File: src/rtl/instruction_queue_param.sv
// Parametrised in-order instruction queue between decode and ROB/RS/LSB dispatch.
// Optional stall-cycle counter enabled by defining ISQ_STALL_CNT_EN.

`ifndef ILoadType
`define ILoadType 3'b010
`endif
`ifndef SType
`define SType 3'b011
`endif

module instruction_queue_param #(
  parameter int DEPTH     = 32,
  parameter int ADDR_W    = $clog2(DEPTH),
  parameter int AF_MARGIN = 2,
  parameter int XLEN      = 32
) (
  input  logic              clk_in,
  input  logic              rst_in,
  input  logic              rdy_in,
  input  logic              roll_back,
  input  logic              instruction_ready,
  input  logic [XLEN-1:0]   instruction_in,
  input  logic [XLEN-1:0]   pc_in,
  input  logic              pc_predict_in,
  input  logic [2:0]        op_type_in,
  input  logic              rob_is_full,
  input  logic              rs_is_full,
  input  logic              lsb_is_full,
  output logic              ins_to_rob,
  output logic              ins_to_rs,
  output logic              ins_to_lsb,
  output logic [XLEN-1:0]   instruction_out,
  output logic [XLEN-1:0]   ins_pc_out,
  output logic              pc_predict_out,
  output logic [ADDR_W:0]   count_out,
  output logic              is_full,
  output logic              almost_full,
  output logic              overflow_err
`ifdef ISQ_STALL_CNT_EN
  ,
  output logic [31:0]       stall_cycles
`endif
);

  localparam logic [ADDR_W:0]   DEPTH_CNT = (ADDR_W+1)'(DEPTH);
  localparam logic [ADDR_W:0]   AF_CNT    = (ADDR_W+1)'(AF_MARGIN);
  localparam logic [ADDR_W:0]   CNT_ONE   = (ADDR_W+1)'(1);
  localparam logic [ADDR_W-1:0] PTR_ONE   = ADDR_W'(1);

  logic [XLEN-1:0]   ins_mem  [DEPTH];
  logic [XLEN-1:0]   pc_mem   [DEPTH];
  logic              pred_mem [DEPTH];
  logic [2:0]        op_mem   [DEPTH];

  logic [ADDR_W-1:0] head;
  logic [ADDR_W-1:0] rear;
  logic [ADDR_W:0]   count;
  logic [ADDR_W:0]   free_slots;
  logic              head_to_lsb;
  logic              do_enq;
  logic              do_deq;

  assign count_out   = count;
  assign is_full     = (count == DEPTH_CNT);
  assign free_slots  = DEPTH_CNT - count;
  assign almost_full = (free_slots <= AF_CNT);

  // Memory ops (loads and stores) go to the LSB, everything else to the RS.
  assign head_to_lsb = (op_mem[head] == `SType) || (op_mem[head] == `ILoadType);
  assign do_enq      = instruction_ready && !is_full;
  assign do_deq      = (count != '0) && !rob_is_full &&
                       (head_to_lsb ? !lsb_is_full : !rs_is_full);

  always_ff @(posedge clk_in) begin
    if (!rst_in && !roll_back && rdy_in && do_enq) begin
      ins_mem[rear]  <= instruction_in;
      pc_mem[rear]   <= pc_in;
      pred_mem[rear] <= pc_predict_in;
      op_mem[rear]   <= op_type_in;
    end
  end

  always_ff @(posedge clk_in) begin
    if (rst_in) begin
      head            <= '0;
      rear            <= '0;
      count           <= '0;
      ins_to_rob      <= 1'b0;
      ins_to_rs       <= 1'b0;
      ins_to_lsb      <= 1'b0;
      instruction_out <= '0;
      ins_pc_out      <= '0;
      pc_predict_out  <= 1'b0;
      overflow_err    <= 1'b0;
    end else if (roll_back) begin
      // Flush pointers and pulses; data outputs and the error flag survive.
      head       <= '0;
      rear       <= '0;
      count      <= '0;
      ins_to_rob <= 1'b0;
      ins_to_rs  <= 1'b0;
      ins_to_lsb <= 1'b0;
    end else if (rdy_in) begin
      if (do_enq)
        rear <= rear + PTR_ONE;
      if (instruction_ready && is_full)
        overflow_err <= 1'b1;
      ins_to_rob <= do_deq;
      ins_to_rs  <= do_deq && !head_to_lsb;
      ins_to_lsb <= do_deq && head_to_lsb;
      if (do_deq) begin
        instruction_out <= ins_mem[head];
        ins_pc_out      <= pc_mem[head];
        pc_predict_out  <= pred_mem[head];
        head            <= head + PTR_ONE;
      end
      case ({do_enq, do_deq})
        2'b10:   count <= count + CNT_ONE;
        2'b01:   count <= count - CNT_ONE;
        default: count <= count;
      endcase
    end
  end

`ifdef ISQ_STALL_CNT_EN
  // Counts cycles where work is waiting but nothing could dispatch.
  always_ff @(posedge clk_in) begin
    if (rst_in)
      stall_cycles <= '0;
    else if (rdy_in && !roll_back && (count != '0) && !do_deq &&
             (stall_cycles != 32'hFFFF_FFFF))
      stall_cycles <= stall_cycles + 32'd1;
  end
`endif

endmodule

File: config.mk
export PLATFORM = sky130hd
export DESIGN_NAME = instruction_queue_param
export DESIGN_NICKNAME = d
export VERILOG_FILES = /design/src/rtl/instruction_queue_param.sv
export SDC_FILE = /design/constraint.sdc
export NUM_CORES = 2
export LEC_CHECK = 0
export BUFFER_PORTS_ARGS = -buffer_cell sky130_fd_sc_hd__buf_4
export CAP_MARGIN = 20
export CORE_MARGIN = 8
export CORE_UTILIZATION = 35
export DETAILED_ROUTE_END_ITERATION = 10
export SLEW_MARGIN = 30
export SYNTH_ARGS = -nofsm -noshare
export SYNTH_HDL_FRONTEND = slang
export SYNTH_SLANG_ARGS = --single-unit
File: constraint.sdc
create_clock -name clk_in -period 4.84 [get_ports clk_in]
set_input_delay 0.242 -clock clk_in [delete_from_list [all_inputs] [get_ports clk_in]]
set_output_delay 0.242 -clock clk_in [all_outputs]
set_load 0.02 [all_outputs]
==> results.sh <==
export IMPL_synth_ff_type="edfxtp_1"
export IMPL_cp_num_buf_inv=0
export IMPL_drt_wl_total_mm=227
export IMPL_min_to="head[4]$_SDFFE_PP0P_"
export IMPL_post_drt_wl_per_cell_um=29.0
export IMPL_clkSinkCount=2234
export IMPL_drtIter0Drc=4762
export IMPL_synth_area_leaders="edfxtp_1 76%, mux4_2 10%, mux2i_1 3.1%"
export IMPL_final_setup_viol_count=0
export IMPL_cap_viol_max_count=0
export IMPL_grt_pass1_wl_mm=321
export IMPL_drive_gt1_share_pct=22.6
export IMPL_synthDominantCellAreaShare_pct=75.8
export IMPL_final_hold_viol_count=0
export IMPL_clock_skew_ns=0.0459
export IMPL_syn_avg_cell_area_sq_um=20.7
export IMPL_dp_final_hpwl_mm=116
export IMPL_cts_path_max_buffers=3
export IMPL_insertion_delay_ns=0.85
export IMPL_die_w_um=508
export IMPL_synth_cell_type_count=60
export IMPL_arrival_ns=4.68
export IMPL_leakage_nw=29.7
export IMPL_critical_path_depth=15
export IMPL_tns_ns=0
export IMPL_whs_path_depth=5
export IMPL_register_area_sq_um=66200
export IMPL_synth_ff_latch_count=2234
export IMPL_via_count=43500
export IMPL_dieArea_sq_um=259000
export IMPL_final_area_sq_um=99000
export IMPL_dieHeight_um=508
export IMPL_netlist_area_sq_um=84900
export IMPL_grt_pass1_vias=43400
export IMPL_slew_limit_headroom_pct=33.7
export IMPL_layout_commonest_cell="edfxtp_1"
export IMPL_initial_utilization_pct=35.0
export IMPL_gp_congestion=0.759
export IMPL_synth_top_cell_by_area="edfxtp_1"
export IMPL_timing_fmax_mhz=257
export IMPL_synth_edff_count=2144
export IMPL_critical_path_slowest_cell="dfxtp_1"
export IMPL_finalCriticalPeriod_ns=3.89
export IMPL_cp_end_kind="register"
export IMPL_rows=181
export IMPL_yosysWarningCount=0
export IMPL_first_pass_iters=5
export IMPL_grt_max_degree=131
export IMPL_grt_ovfl_total=0
export IMPL_crit_family="simple AND/OR/NAND/NOR gates"
export IMPL_cts_root_buffer="clkbuf_16"
export IMPL_grtUsageTotal_pct=17.1
export IMPL_cts_inserted_buffers=215
export IMPL_multi_input_area_sq_um=17900
export IMPL_path_clk_slew_ns=0.07
export IMPL_hold_class="input pin to register"
export IMPL_ant_nets=0
export IMPL_synth_async_sr_flop_share_pct=0
export IMPL_portBuffers=151
export IMPL_r2r_end="count_out[5]$_SDFFE_PP0P_"
export IMPL_path_common_cell="a21oi_1"
export IMPL_antenna_found_initial=19
export IMPL_critical_path_max_fanout=14
export IMPL_start_kind="register"
export IMPL_seq_area_frac_synth_pct=78.0
export IMPL_finalCritPeriodShare_pct=80.4
export IMPL_status="finished clean"
export IMPL_drv_slew=0
export IMPL_r2r_cells=15
export IMPL_nFillCells=21200
export IMPL_grt_setup_unrepaired="no"
export IMPL_r2r_slack_ns=0.95
export IMPL_drcViolationCount=0
export IMPL_worstPathRequired_ns=5.62
export IMPL_hold_path_startpoint="rs_is_full"
export IMPL_tightest_slew_ns=0.993
export IMPL_tritoncts="built"
export IMPL_io_pins=153
export IMPL_dpl_cell_area_sq_um=91100
export IMPL_critical_path_cell_chain="nor3b_1 > o31ai_1 > a211o_1 > nor4_2 > or2_4 > nor3_1 > ha_1 > ha_1 > a21o_1 > a21oi_1 > o21bai_1 > a21oi_1 > xnor2_1 > or3_1 > a21oi_1"
export IMPL_cpPeakStageDelay_ns=0.47
export IMPL_worstSetupPathType="register to register"
export IMPL_coreArea_sq_um=242000
export IMPL_power_density_nw_per_um2=390
export IMPL_synth_fp_nets=4190
export IMPL_vdd_drop_max_v=0.000315
export IMPL_htree_levels=4
export IMPL_fin_nets=4521
export IMPL_netlist_instances=4101
export IMPL_vias_per_cell=5.56
export IMPL_area_delta_synth_final_pct=16.6
export IMPL_final_cell_mix="2144 x edfxtp_1, 390 x mux4_2, 264 x mux2i_1, 260 x a22oi_1, 226 x buf_4"
==> metrics by stage <==
| stage | hold WS [ns] | total power, mW | worst slack [ns] | cells | utilization (%) |
|---|---|---|---|---|---|
| final | 0.130 | 38.6 | 0.946 | 7825 | 40.8 |
| after global routing | 0.111 | 39.7 | 0.649 | 7824 | 40.8 |
| after CTS | 0.0630 | 38.9 | 0.976 | 7820 | 40.8 |
| after detailed placement | 0.468 | 22.1 | 0.986 | 7337 | 37.6 |
| after global placement | 0.460 | 22.1 | 0.847 | 7335 | 37.6 |
| after floorplan | 0.341 | 21.7 | -0.234 | 4101 | - |
==> report_power, final <==
group / total (mW) / internal, mW / switching, mW / leakage [nW]
clock: 16.8 / 9.55 / 7.27 / 3.47
sequential: 21.2 / 21.2 / 0.00884 / 20.0
combinational: 0.555 / 0.152 / 0.403 / 6.20
total: 38.6 / 30.9 / 7.68 / 29.7
==> timing repair <==
item / CTS / global route
resized for setup: 0 / 0
hold buffers: 79 / 0
hold endpoints to repair: 2188 / 0
setup buffers: 0 / 0
==> cell usage after synthesis, types with 5 or more instances <==
master and count:
xnor2_1 5, buf_2 50, mux4_2 390, ha_1 12, nand2b_1 13, nor2b_1 8, dfxtp_1 90, inv_1 15
clkbuf_1 155, nand3_1 135, nor3_1 12, nand2_1 31, edfxtp_1 2144, buf_1 39, mux2i_1 264, or3_1 6
a211oi_1 65, a21oi_1 142, nor2_1 50, nand4_1 72, a22o_1 65, a22oi_1 260, nor3b_1 8, o221ai_1 8
==> worst min-delay path, delay by kind of cell <==
family / cells / cell delay (ns)
compound gates: 1 / 0.20
buf+inv: 2 / 0.29
simple gates: 2 / 0.20
==> how the worst max path moves through the flow <==
stage / startpoint / slack, ns / endpoint
after global placement: register / 0.85 / count_out[5]$_SDFFE_PP0P_
after detailed placement: register / 0.99 / count_out[5]$_SDFFE_PP0P_
after CTS: register / 0.98 / count_out[5]$_SDFFE_PP0P_
final: register / 0.95 / count_out[5]$_SDFFE_PP0P_
after global routing: register / 0.65 / count_out[5]$_SDFFE_PP0P_
after floorplan: count_out[0]$_SDFFE_PP0P_ / -0.23 / ins_mem[31][0]$_DFFE_PP_
==> sequential cells by signal (all words and copies together) (netlist names), 5 cells and up, named ones only <==
signal / count
op_mem: 64
count_out: 6
head: 5
ins_pc_out: 32
pred_mem: 32
instruction_out: 32
pc_mem: 1024
ins_mem: 1024
rear: 5
==> routing by layer <==
metal	global-route usage, %	up-vias	part of all wire, %
met5	0	-	0.012
met4	3.62	4	1.9
met3	2.94	292	6.8
met2	28.4	1663	49
met1	23.7	23600	43
li1	-	18000	-
==> cell families (layout without fill, tap and decap cells) <==
kind of cell | after synthesis | count (layout) | synth area share (%)
and+or+nand+nor | 362 | 362 | 2.32
buffers and inverters | 265 | 783 | 1.29
adders and majority gates | 13 | 13 | 0.200
muxes | 654 | 654 | 13.5
other | 0 | 4 | 0
xor gates and xnor gates | 8 | 8 | 0.0825
DFF | 2234 | 2234 | 78.0
AOI/OAI and AO/OA | 565 | 565 | 4.69
==> layout make-up <==
type	count	share of cell area, %
sequential	2234	66.9
clock inverter	115	1.27
antenna	4	0.0101
inverter	15	0.0569
multi-input combinational	1602	18.1
clock buffer	289	5.92
tap	3202	4.05
timing repair buffer	364	3.71
(Power assumes the default switching activity.)
